$ cat config.mk
export PLATFORM = sky130hd
export DESIGN_NAME = sprite_motion
export DESIGN_NICKNAME = d
export VERILOG_FILES = /design/src/rtl/game_pkg.sv /design/src/rtl/tick_gen.sv /design/src/rtl/sprite_motion.sv
export SDC_FILE = /design/constraint.sdc
export NUM_CORES = 1
export LEC_CHECK = 0
export CELL_PAD_IN_SITES_DETAIL_PLACEMENT = 1
export CELL_PAD_IN_SITES_GLOBAL_PLACEMENT = 1
export CORE_MARGIN = 1.5
export CORE_UTILIZATION = 47
export CTS_CLUSTER_SIZE = 24
export DETAILED_ROUTE_END_ITERATION = 12
export GPL_ROUTABILITY_DRIVEN = 0
export PLACE_DENSITY_LB_ADDON = 0.1
export SYNTH_ARGS = -nofsm -noshare
export SYNTH_HDL_FRONTEND = slang
export SYNTH_SLANG_ARGS = --single-unit
$ cat constraint.sdc
create_clock -name clk -period 8.1 [get_ports clk]
set_input_delay 1.62 -clock clk [delete_from_list [all_inputs] [get_ports clk]]
set_output_delay 1.62 -clock clk [all_outputs]
set_load 0.05 [all_outputs]
$ cat src/rtl/game_pkg.sv
// Shared encodings for the game-rate logic: mode select, button indices,
// speed FSM states and the default coordinate width.
package game_pkg;

  typedef enum logic [1:0] {
    MODE_STEP   = 2'b00,
    MODE_ACCEL  = 2'b01,
    MODE_WRAP   = 2'b10,
    MODE_FREEZE = 2'b11
  } mode_e;

  localparam int BTN_HOME  = 0;
  localparam int BTN_DOWN  = 1;
  localparam int BTN_LEFT  = 2;
  localparam int BTN_RIGHT = 3;
  localparam int BTN_UP    = 4;

  typedef enum logic [1:0] {
    SPD_IDLE   = 2'b00,
    SPD_RAMP   = 2'b01,
    SPD_CRUISE = 2'b10
  } spd_state_e;

  localparam int COORD_W_DEF = 11;

endpackage

$ cat src/rtl/tick_gen.sv
// Free-running game-rate divider: a registered one-cycle pulse every TICK_CYCLES clocks.
// tick_due is high in the cycle before the pulse, so state can update on the pulse edge.
module tick_gen #(
  parameter int TICK_CYCLES = 3333334
) (
  input  logic clk,
  input  logic rst,
  output logic tick,
  output logic tick_due
);

  localparam int CNT_W = (TICK_CYCLES > 2) ? $clog2(TICK_CYCLES) : 1;

  logic [CNT_W-1:0] cnt;

  assign tick_due = (cnt == CNT_W'(TICK_CYCLES - 1));

  always_ff @(posedge clk or negedge rst) begin
    if (!rst) begin
      cnt  <= '0;
      tick <= 1'b0;
    end else begin
      cnt  <= tick_due ? '0 : cnt + 1'b1;
      tick <= tick_due;
    end
  end

endmodule

$ cat src/rtl/sprite_motion.sv
// Button-driven motion controller for one on-screen block: synchronised inputs,
// accelerate FSM and a saturating / wrapping position datapath stepped once per game tick.
module sprite_motion
  import game_pkg::*;
#(
  parameter int COORD_W     = COORD_W_DEF,
  parameter int TICK_CYCLES = 3333334,
  parameter int STEP        = 4,
  parameter int MAX_STEP    = 16,
  parameter int ACCEL_TICKS = 8,
  parameter int X_MIN       = 10,
  parameter int X_MAX       = 1380,
  parameter int Y_MIN       = 10,
  parameter int Y_MAX       = 840,
  parameter int HOME_X      = 10,
  parameter int HOME_Y      = 10
) (
  input  logic               clk,
  input  logic               rst,
  input  logic [4:0]         btn,
  input  logic [1:0]         mode,
  output logic [COORD_W-1:0] blkpos_x,
  output logic [COORD_W-1:0] blkpos_y,
  output logic               tick,
  output logic               moving,
  output logic [3:0]         at_edge
);

  localparam logic [COORD_W-1:0] X_LO   = COORD_W'(X_MIN);
  localparam logic [COORD_W-1:0] X_HI   = COORD_W'(X_MAX);
  localparam logic [COORD_W-1:0] Y_LO   = COORD_W'(Y_MIN);
  localparam logic [COORD_W-1:0] Y_HI   = COORD_W'(Y_MAX);
  localparam logic [COORD_W-1:0] X_HOME = COORD_W'(HOME_X);
  localparam logic [COORD_W-1:0] Y_HOME = COORD_W'(HOME_Y);
  localparam logic [COORD_W-1:0] SPD_LO = COORD_W'(STEP);
  localparam logic [COORD_W-1:0] SPD_HI = COORD_W'(MAX_STEP);
  localparam int                 HOLD_W = (ACCEL_TICKS > 2) ? $clog2(ACCEL_TICKS) : 1;
  localparam logic [HOLD_W-1:0]  HOLD_LAST = HOLD_W'(ACCEL_TICKS - 1);

  logic [4:0]   btn_s1, btn_s2;
  logic [1:0]   mode_s1, mode_s2;
  mode_e        mode_q;
  logic         tick_due;
  logic         home, x_inc, x_dec, y_inc, y_dec, held;

  spd_state_e         state, state_nxt;
  logic [COORD_W-1:0] speed, speed_nxt;
  logic [HOLD_W-1:0]  hold_cnt, hold_nxt;
  logic [COORD_W-1:0] x_nxt, y_nxt;

  tick_gen #(.TICK_CYCLES(TICK_CYCLES)) u_tick_gen (
    .clk      (clk),
    .rst      (rst),
    .tick     (tick),
    .tick_due (tick_due)
  );

  // NOTE: every register is written with <= so all flops sample pre-edge values
  // together; blocking assignments here would collapse the two sync stages into one.
  always_ff @(posedge clk or negedge rst) begin
    if (!rst) begin
      btn_s1  <= '0;
      btn_s2  <= '0;
      mode_s1 <= '0;
      mode_s2 <= '0;
    end else begin
      btn_s1  <= btn;
      btn_s2  <= btn_s1;
      mode_s1 <= mode;
      mode_s2 <= mode_s1;
    end
  end

  assign mode_q = mode_e'(mode_s2);
  assign home   = btn_s2[BTN_HOME];
  assign x_inc  = btn_s2[BTN_RIGHT] & ~btn_s2[BTN_LEFT];
  assign x_dec  = btn_s2[BTN_LEFT]  & ~btn_s2[BTN_RIGHT];
  assign y_inc  = btn_s2[BTN_UP]    & ~btn_s2[BTN_DOWN];
  assign y_dec  = btn_s2[BTN_DOWN]  & ~btn_s2[BTN_UP];
  assign held   = x_inc | x_dec | y_inc | y_dec;

  // Speed FSM: state register
  always_ff @(posedge clk or negedge rst) begin
    if (!rst) begin
      state    <= SPD_IDLE;
      speed    <= SPD_LO;
      hold_cnt <= '0;
    end else if (tick_due) begin
      state    <= state_nxt;
      speed    <= speed_nxt;
      hold_cnt <= hold_nxt;
    end
  end

  // Speed FSM: next state. speed_nxt is also the step applied on this tick,
  // so a speed increment takes effect on the tick that earns it.
  // NOTE: defaults first so every path assigns every output and no latch is inferred.
  always_comb begin
    state_nxt = state;
    speed_nxt = speed;
    hold_nxt  = hold_cnt;
    if (home || mode_q != MODE_ACCEL || !held) begin
      state_nxt = SPD_IDLE;
      speed_nxt = SPD_LO;
      hold_nxt  = '0;
    end else begin
      unique case (state)
        SPD_IDLE: begin
          state_nxt = (SPD_LO >= SPD_HI) ? SPD_CRUISE : SPD_RAMP;
          speed_nxt = SPD_LO;
          hold_nxt  = '0;
        end
        SPD_RAMP: begin
          if (hold_cnt == HOLD_LAST) begin
            hold_nxt = '0;
            if (speed + SPD_LO >= SPD_HI) begin
              state_nxt = SPD_CRUISE;
              speed_nxt = SPD_HI;
            end else begin
              speed_nxt = speed + SPD_LO;
            end
          end else begin
            hold_nxt = hold_cnt + 1'b1;
          end
        end
        SPD_CRUISE: speed_nxt = SPD_HI;
        default: begin
          state_nxt = SPD_IDLE;
          speed_nxt = SPD_LO;
          hold_nxt  = '0;
        end
      endcase
    end
  end

  // One axis step. Compares run one bit wider so lo+spd and pos+spd cannot overflow;
  // the same crossing test drives saturation and wrap, only the landing bound differs.
  function automatic logic [COORD_W-1:0] axis_move(
    input logic [COORD_W-1:0] pos,
    input logic               inc,
    input logic               dec,
    input logic [COORD_W-1:0] spd,
    input logic [COORD_W-1:0] lo,
    input logic [COORD_W-1:0] hi,
    input logic               wrap
  );
    logic [COORD_W:0] pos_w, spd_w, lo_w, hi_w;
    pos_w = {1'b0, pos};
    spd_w = {1'b0, spd};
    lo_w  = {1'b0, lo};
    hi_w  = {1'b0, hi};
    if (dec) begin
      axis_move = (pos_w < lo_w + spd_w) ? (wrap ? hi : lo) : pos - spd;
    end else if (inc) begin
      axis_move = (pos_w + spd_w > hi_w) ? (wrap ? lo : hi) : pos + spd;
    end else begin
      axis_move = pos;
    end
  endfunction

  // Speed FSM: outputs, i.e. the position the current speed produces on this tick
  always_comb begin
    x_nxt = blkpos_x;
    y_nxt = blkpos_y;
    if (home) begin
      x_nxt = X_HOME;
      y_nxt = Y_HOME;
    end else if (mode_q != MODE_FREEZE) begin
      x_nxt = axis_move(blkpos_x, x_inc, x_dec, speed_nxt, X_LO, X_HI, mode_q == MODE_WRAP);
      y_nxt = axis_move(blkpos_y, y_inc, y_dec, speed_nxt, Y_LO, Y_HI, mode_q == MODE_WRAP);
    end
  end

  always_ff @(posedge clk or negedge rst) begin
    if (!rst) begin
      blkpos_x <= X_HOME;
      blkpos_y <= Y_HOME;
      moving   <= 1'b0;
    end else if (tick_due) begin
      blkpos_x <= x_nxt;
      blkpos_y <= y_nxt;
      moving   <= (x_nxt != blkpos_x) || (y_nxt != blkpos_y);
    end
  end

  assign at_edge = {blkpos_y == Y_HI, blkpos_y == Y_LO, blkpos_x == X_HI, blkpos_x == X_LO};

endmodule

==> results of run 1 <==
per-stage QoR:
step                      hold slack [ns]  setup slack (ns)  std cells
after floorplan                    0.3312             2.031        982
after global placement             0.3331             1.152       1203
after detailed placement           0.3364            0.8323       1203
after CTS                          0.3506            0.7855       1219
after global routing               0.3565           0.07612       1219
final                              0.3504            0.6607       1219
state kept, by name, summed over array words and instances (netlist names), 3 cells and up:
register,cells
blkpos_y,11
speed,11
hold_cnt,3
blkpos_x,11
btn_s1,5
u_tick_gen.cnt,22
btn_s2,5
power groups by stage:
stage	Sequential, mW	Clock, mW	Combinational [mW]
after floorplan	0.392	0	0.0425
after global placement	0.393	0	0.0700
after detailed placement	0.393	0	0.0702
after CTS	0.386	0.445	0.0707
after global routing	0.387	0.459	0.0780
final	0.386	0.438	0.0724
worst max-delay path by stage:
stage,startpoint,end,slack (ns),cells past startpoint
6_report,btn_s2[4],moving,0.66,25
5_1_grt,btn_s2[4],moving,0.08,26
4_1_cts,btn_s2[4],moving,0.79,25
3_5_place_dp,btn_s2[4],moving,0.83,25
3_3_place_gp,btn_s2[4],moving,1.15,25
2_1_floorplan,btn_s2[4],moving,2.03,26
worst max-delay path, delay by kind of cell (launching register included):
family,cells,cell delay [ns]
adders and majority gates,2,0.54
buffers and inverters,1,0.35
muxes,1,0.36
AOI/OAI and AO/OA,12,3.30
DFF,1,0.47
xor gates and xnor gates,1,0.26
and+or+nand+nor,8,2.01
cell type report:
type	count	area share, %
Clock buffer	9	2.584
Clock inverter	7	1.062
Inverter	54	2.326
Multi-Input combinational cell	811	64.35
Sequential cell	76	21.90
Tap cell	220	3.159
Timing Repair Buffer	42	4.623
placed cells by master, fill, tap and decap left out, types with 7 or more instances in the layout:
master,instances
a211o_1,7
a211oi_1,20
a21o_1,8
a21oi_1,54
a22oi_1,7
a31oi_1,17
and2_1,10
and3_1,9
buf_4,7
clkbuf_16,9
clkdlybuf4s50_1,35
dfrtp_1,71
ha_1,75
inv_1,53
nand2_1,78
nand2b_1,21
nand3_1,29
nand4_1,16
nor2_1,87
nor2b_1,23
nor3_1,28
nor4_1,12
o2111ai_1,12
o211a_1,7
o211ai_1,13
o21a_1,16
o21ai_0,55
o22ai_1,11
o31ai_1,7
or3_1,15
or4_1,7
xnor2_1,31
xor2_1,21
cells by family after synthesis:
kind of cell | after synthesis | synth area share (%)
adder cells (fa/ha/maj) | 81 | 13.43
XOR/XNOR | 52 | 5.778
AND/OR/NAND/NOR | 366 | 23.70
flip-flops | 76 | 24.21
buffers and inverters | 95 | 4.651
multiplexers | 5 | 0.6825
AO/OA/AOI/OAI | 307 | 27.56
per-layer routing:
metal  global-route usage (%)  vias to the layer above  share of wire, %
met5                        0                        -             0.034
met4                    16.00                        2               4.6
met3                    6.973                       94               7.8
met2                    51.25                      368                43
met1                    47.04                     4027                44
li1                         -                     3684                 -
==> summary.md, run 1 <==
| Metric | Value |
|---|---|
| Int Pwr | `0.6526 mW` |
| R2r worst-path depth | `25` |
| Total leakage power | `3.702 nW` |
| Total wire length | `29,440 um` |
| Site Rows | `47` |
| Placed cell area | `0.008397 mm2` |
| Critical Path AT | `7.66 ns` |
| Number of synthesized register bits | `76` |
| DIE AREA | `0.01756 mm2` |
| Switching Fraction | `27.21%` |
| Seq/Total Area, Yosys | `24.21%` |
| Avg WL per Cell | `24.15 um` |
| Switching power | `0.2439 mW` |
| Comb power frac | `8.1%` |
| Syn Nets | `1,072` |
| TritonCTS clock tree | `done` |
| Synth warn | `0` |
| Reg power frac | `43.1%` |
| Clock Skews | `0.01038 ns` |
| WHS Path Cells | `0` |
| Crit path capture type | `flop` |
| RSZ-0062 raised after global routing | `no` |
| Worst vdd ir | `133.4 uV` |
| Area added between synthesis and finish | `10.56%` |
| Width of the die | `132.5 um` |
| Gr usage total | `34.10%` |
| Cell area after layout | `0.008715 mm2` |
| Port Buffers | `36` |
| Fin crit period | `7.439 ns` |
| Htree depth | `3` |
| Clk Latency, worst-skew pair | `0.36 ns` |
| Overall die height | `132.5 um` |
| Initial antenna violation count | `1` |
| Hold path start | `mode_s1[1]` |
| Crit-path max FO | `10` |
| Required @ worst endpoint | `8.32 ns` |
| Root Buffer | `clkbuf_16` |
| Core ar. | `0.01647 mm2` |
| Fin. max-slew vios | `0` |
| Ranking of synthesized cells by area | `dfrtp_1 23%, ha_1 12%, nor2_1 4.1%` |
| Vias | `8,175` |
| Slew of the pin with the lowest slew margin | `1.135 ns` |
| EDFF count, synth | `0` |
| Clk pwr share | `48.8%` |
| R2r endpoint | `moving` |
| Post-synth top cells | `87 x nor2_1, 78 x nand2_1, 75 x ha_1, 71 x dfrtp_1, 55 x o21ai_0` |
| Distinct cells, synth | `78` |
| Total global routing overflow | `0` |
| Worst r2r src | `btn_s2[4]` |
| FFs w/ async S/R, synth | `100.0%` |
| Largest net degree at the start of global routing | `77` |
| Post-synth top flop | `dfrtp_1` |
| Fillers | `2,031` |
| Hold endpoint | `mode_q[1]` |
| Outcome | `finished clean` |
| FF/Latch Area | `0.001908 mm2` |
| Period utilisation layout | `91.84%` |
| Syn_area_per_cell | `8.027 um2` |
| Top Ports | `37` |
| Crit path largest cell delay | `0.71 ns` |
| R2R Setup Slk | `0.66 ns` |
| Cell count after synthesis | `982` |
| DRT antenna net count | `0` |
| CTS buffer count | `9` |
| Nets | `1,084` |
| Via density per instance | `6.706` |
| TritonRoute pass-1 iters | `5` |
| PwrDens | `102.9 mW/mm2` |
| Slew headroom | `24.07%` |
| CTS Sinks | `76` |
| Final hold vios | `0` |
| Top cell type's share of synthesized area | `22.54%` |
| Worst-path clk slew | `0.07 ns` |
| Critical path class | `flop to flop` |
| Setup tns final | `0 ns` |
| Vias in the first global route | `7,986` |
| Synthesized cell area | `0.007883 mm2` |
| Pwr Total | `0.8964 mW` |
| Hold-fix buffers, CTS | `0` |
| Post-CTS Setup Bufs | `0` |
| Share of layout cells above drive strength 1 | `4.705%` |
| Max frequency | `134.4 MHz` |
| Max Root-Sink Buffers | `2` |
| Area occupied by multi-input gates | `0.005608 mm2` |
| Hpwl dp | `22,420 um` |
| Setup Viol. Count Final | `0` |
| CTS resizes | `0` |
| Number of max-cap violations | `0` |
| Slowest CP cell | `a2111oi_4` |
| First-pass GRT wire length | `46,040 um` |
| Min-delay worst type | `flop to flop` |
| Initial Utilization | `47.87%` |
| DRC | `0` |
| Top cell type by total area after synthesis | `dfrtp_1` |
| Most used cell, CP | `a21oi_1` |
| Startpoint types | `flop` |
| Count leader, synth | `nor2_1` |
| DRT iter0 DRCs | `906` |
| Ant. Diodes | `0` |
| Final core occ | `52.93%` |
Note: power is estimated with default switching activity, not from simulation.
==> inputs of run 2 (changes only) <==
Settings changed: CORE_UTILIZATION 47 to 45, GPL_TIMING_DRIVEN set to 0, TNS_END_PERCENT set to 100.
==> run 2 against run 1 <==
Utilization fell by 1.4 points. Clock skew fell by 0.00059 ns. Worst hold slack got worse by 0.0016 ns. Non-clock buffer count rose by 37. Maximum frequency fell by 2.6%. Clock power fell by 7.1%. Wire length rose by 0.68%. Largest power group unchanged.
==> summary.md, run 2 (synthesis gave the netlist of run 1 again) <==
| Metric | Value |
|---|---|
| Outcome | `finished clean` |
| PwrDens | `98.20 mW/mm2` |
| Crit path largest cell delay | `0.63 ns` |
| Placed cell count | `1,244` |
| Core ar. | `0.01718 mm2` |
| Crit-path max FO | `10` |
| Most flop-heavy register | `u_tick_gen.cnt` |
| CTS Sinks | `76` |
| Worst-path clk slew | `0.07 ns` |
| Largest register FFs | `22` |
| First-pass GRT wire length | `46,610 um` |
| Slowest CP cell | `a2111oi_4` |
| Root Buffer | `clkbuf_16` |
| Placed cell area | `0.008549 mm2` |
| Setup tns final | `0 ns` |
| Min-delay worst type | `flop to flop` |
| Vias in the first global route | `8,218` |
| Hold-fix buffers, CTS | `0` |
| Pwr Total | `0.8694 mW` |
| Fillers | `2,157` |
| TritonCTS clock tree | `done` |
| DRT antenna net count | `0` |
| Final hold vios | `0` |
| Commonest non-fill, non-tap cells in the layout | `87 x nor2_1, 78 x nand2_1, 75 x ha_1, 71 x dfrtp_1, 54 x o21ai_0` |
| Initial antenna violation count | `0` |
| Fin crit period | `7.635 ns` |
| Htree depth | `3` |
| Width of the die | `135.4 um` |
| Hold path start | `mode_s1[0]` |
| Critical Path AT | `7.86 ns` |
| Avg WL per Cell | `23.50 um` |
| Max Root-Sink Buffers | `2` |
| Clock Skews | `0.009787 ns` |
| Period utilisation layout | `94.25%` |
| Final std cells w/o fill | `1,261` |
| Total wire length | `29,630 um` |
| Top Ports | `37` |
| Cell area after layout | `0.008853 mm2` |
| DRT iter0 DRCs | `785` |
| Crit path capture type | `flop` |
| Clk Latency, worst-skew pair | `0.35 ns` |
| Max frequency | `131.0 MHz` |
| Vias | `8,317` |
| Largest net degree at the start of global routing | `68` |
| Slew headroom | `21.77%` |
| Total global routing overflow | `0` |
| Hpwl dp | `22,570 um` |
| Ant. Diodes | `0` |
| Share of layout cells above drive strength 1 | `4.730%` |
| Setup Viol. Count Final | `0` |
| Setup crit start | `btn_s2[4]` |
| Site Rows | `48` |
| Via density per instance | `6.596` |
| Most common cell after layout, fill and taps aside | `nor2_1` |
| Fin. max-slew vios | `0` |
| FF/Latch Area | `0.001908 mm2` |
| Required @ worst endpoint | `8.32 ns` |
| Worst vdd ir | `117.2 uV` |
| CTS buffer count | `9` |
| Nets | `1,121` |
| Startpoint types | `flop` |
| Total leakage power | `3.720 nW` |
| Port Buffers | `36` |
| RSZ-0062 raised after global routing | `no` |
| Worst r2r src | `btn_s2[4]` |
| DRC | `0` |
| Area occupied by multi-input gates | `0.005618 mm2` |
| DIE AREA | `0.01832 mm2` |
| TritonRoute pass-1 iters | `6` |
| Gr usage total | `33.30%` |
| Slew of the pin with the lowest slew margin | `1.159 ns` |
| Number of max-cap violations | `0` |
| Critical path class | `flop to flop` |
| Initial Utilization | `45.89%` |
| Overall die height | `135.4 um` |
| Area added between synthesis and finish | `12.32%` |
[run 2: critical path: cells and delay by family, from the launching register on]
kind                     cells  cell delay (ns)
adder cells (fa/ha/maj)      2             0.55
flip-flops                   1             0.35
XOR/XNOR                     1             0.26
multiplexers                 1             0.39
buffers and inverters        2             0.50
AO/OA/AOI/OAI               12             3.44
AND/OR/NAND/NOR              8             1.99
[run 2: final cells by class]
type	instances	area share, %
Multi-Input combinational cell	811	63.45
Sequential cell	76	21.55
Clock inverter	7	0.6501
Clock buffer	9	2.544
Inverter	54	2.332
Buffer	41	1.851
Tap cell	225	3.180
Timing Repair Buffer	38	4.438
[run 2: repair_timing]
action                                  4_1_cts  5_1_grt
pin swaps                                     1        0
resized for setup                             0        4
buffers inserted                              1        0
endpoints found under the setup margin        1        2
[run 2: metrics by stage]
step                setup slack [ns]  hold WS [ns]  util, %
CTS                           0.1650        0.3506    51.46
global placement            0.009509        0.3325    49.63
global route                0.005945        0.3565    51.54
finish                        0.4655        0.3488    51.54
detailed placement           0.01356        0.3363    49.77
floorplan                      2.031        0.3312        -
[run 2: power by group]
group / switching [mW] / internal, mW / total [mW]
sequential: 0.00199 / 0.383 / 0.385
clock: 0.194 / 0.213 / 0.407
combinational: 0.0537 / 0.0240 / 0.0777
[run 2: layer usage]
layer	part of all wire [%]	up-vias	GRT usage [%]
li1	-	3752	-
met3	7.8	89	6.884
met5	0	-	0
met4	3.9	0	13.50
met2	45	363	52.78
met1	43	4113	44.26
[run 2: final timing paths]
| check | end | slack (ns) | depth (start not counted) |
|---|---|---|---|
| max reg2reg | moving | 0.47 | 26 |
| min | mode_q[0] | 0.35 | 0 |
| max in group asynchronous | blkpos_y[3] | 6.39 | 2 |
| max | moving | 0.47 | 26 |
| min reg2reg | mode_q[0] | 0.35 | 0 |
| min in group asynchronous | mode_q[1] | 1.10 | 1 |
==> inputs of run 3 (changes only) <==
Clock period 8.1 ns to 9.4 ns, I/O delays scaled along.
==> run 3 against run 2 <==
Global-route usage is 0.080 points lower. Clock power down 14%. Wire length increased by 0.19%. Power decreased by 14%. Combinational power is 14% lower. Clock skew barely moved. Critical path type unchanged. Critical endpoint unchanged. Largest cell class unchanged. Largest power group unchanged.
==> summary.md, run 3 (synthesis gave the netlist of run 1 again) <==
| Metric | Value |
|---|---|
| Outcome | `finished clean` |
| Setup Viol. Count Final | `0` |
| Area added between synthesis and finish | `12.05%` |
| Post-CTS Setup Bufs | `0` |
| Vias in the first global route | `8,188` |
| Startpoint types | `flop` |
| DRT iter0 DRCs | `769` |
| FF/Latch Area | `0.001908 mm2` |
| Fin crit period | `8.348 ns` |
| Fillers | `2,158` |
| Initial antenna violation count | `0` |
| Worst-path clk slew | `0.07 ns` |
| CTS Sinks | `76` |
| Largest register FFs | `22` |
| Period utilisation layout | `88.81%` |
| Clock Skews | `0.009763 ns` |
| CP delay by family, top | `compound AO/OA/AOI/OAI gates` |
| Core ar. | `0.01718 mm2` |
| Htree depth | `3` |
| Clk Latency, worst-skew pair | `0.36 ns` |
| Crit path capture type | `flop` |
| Width of the die | `135.4 um` |
| Post-placement setup slack | `1.314 ns` |
| Slew headroom | `9.619%` |
| Hpwl dp | `22,570 um` |
| R2R Setup Slk | `1.05 ns` |
| Critical path class | `flop to flop` |
| Vias | `8,287` |
| DRC | `0` |
| Worst Path Buf+Inv | `2` |
| Final setup margin | `1.052 ns` |
| Crit-path max FO | `10` |
| PwrDens | `84.99 mW/mm2` |
| Via density per instance | `6.577` |
| CTS buffer count | `9` |
| CTS resizes | `0` |
| Placed cell area | `0.008549 mm2` |
| Most used cell, CP | `a21oi_1` |
| Overall die height | `135.4 um` |
| Worst vdd ir | `101.8 uV` |
| Largest net degree at the start of global routing | `68` |
| First-pass GRT wire length | `46,480 um` |
| Critical Path AT | `8.57 ns` |
| Min-delay worst type | `flop to flop` |
| Cell area after layout | `0.008832 mm2` |
| TritonRoute pass-1 iters | `5` |
| Total leakage power | `3.725 nW` |
| Max Root-Sink Buffers | `2` |
| Final core occ | `51.42%` |
| Crit path largest cell delay | `0.83 ns` |
| Most flop-heavy register | `u_tick_gen.cnt` |
| Max frequency | `119.8 MHz` |
| Ant. Diodes | `0` |
| TritonCTS clock tree | `done` |
| Final hold vios | `0` |
| Total wire length | `29,690 um` |
| Site Rows | `48` |
| Slowest CP cell | `a2111oi_4` |
| Gr usage total | `33.22%` |
| Fin. max-slew vios | `0` |
| Top Ports | `37` |
| Port Buffers | `36` |
| Required @ worst endpoint | `9.62 ns` |
| Commonest non-fill, non-tap cells in the layout | `87 x nor2_1, 78 x nand2_1, 75 x ha_1, 71 x dfrtp_1, 55 x o21ai_0` |
| Slew of the pin with the lowest slew margin | `1.342 ns` |
| DRT antenna net count | `0` |
| DIE AREA | `0.01832 mm2` |
| Nets | `1,120` |
| RSZ-0062 raised after global routing | `no` |
| Avg WL per Cell | `23.56 um` |
| Number of max-cap violations | `0` |
| Share of layout cells above drive strength 1 | `4.348%` |
| Hold-fix buffers, CTS | `0` |
| Area occupied by multi-input gates | `0.005608 mm2` |
| Most common cell after layout, fill and taps aside | `nor2_1` |
| Initial Utilization | `45.89%` |
| Total global routing overflow | `0` |
| Root Buffer | `clkbuf_16` |
| Setup tns final | `0 ns` |
[run 3: changes by cell type in the layout (fill, tap and decap cells not counted)]
cell,delta
o21ai_1,-1
a21oi_2,-1
nor4b_1,+1
a21oi_1,+1
nor4b_2,-1
buf_4,-1
clkinvlp_4,-1
o21ai_0,+1
inv_1,+1
[run 3: layer usage]
layer	part of all wire, %	wire length, um	track usage [%]
met1	43	12780	44.09
met2	45	13230	52.49
met3	8.2	2444	6.921
met4	4.1	1231	13.86
met5	0	0	0
[run 3: cell type report]
type	instances	area share [%]
buffer	41	1.856
clock buffer	9	2.550
clock inverter	7	0.6517
inverter	54	2.295
multi-input combinational	811	63.49
sequential	76	21.60
tap	225	3.187
timing repair buffer	37	4.363
[run 3: through the flow]
stage	power, mW	hold slack [ns]	cells
detailed placement	0.4011	0.3363	1244
global placement	0.3993	0.3325	1243
CTS	0.7536	0.3506	1260
floorplan	0.3741	0.3312	982
global route	0.7750	0.3565	1260
finish	0.7507	0.3482	1260
[run 3: worst paths after layout]
path,start,end,depth (start not counted)
max in group asynchronous,rst,blkpos_y[3],2
setup reg to reg,btn_s2[4],moving,26
hold reg to reg,mode_s1[0],mode_q[0],0
hold / removal,mode_s1[0],mode_q[0],0
min in group asynchronous,rst,blkpos_x[4],1
setup / recovery,btn_s2[4],moving,26
[run 3: power by group]
part           internal (mW)  total (mW)  switching, mW  leakage, nW
registers              0.330       0.332        0.00173        0.997
logic                 0.0205      0.0667         0.0462         2.59
clock network          0.184       0.352          0.169        0.135
total                  0.534       0.751          0.217         3.73
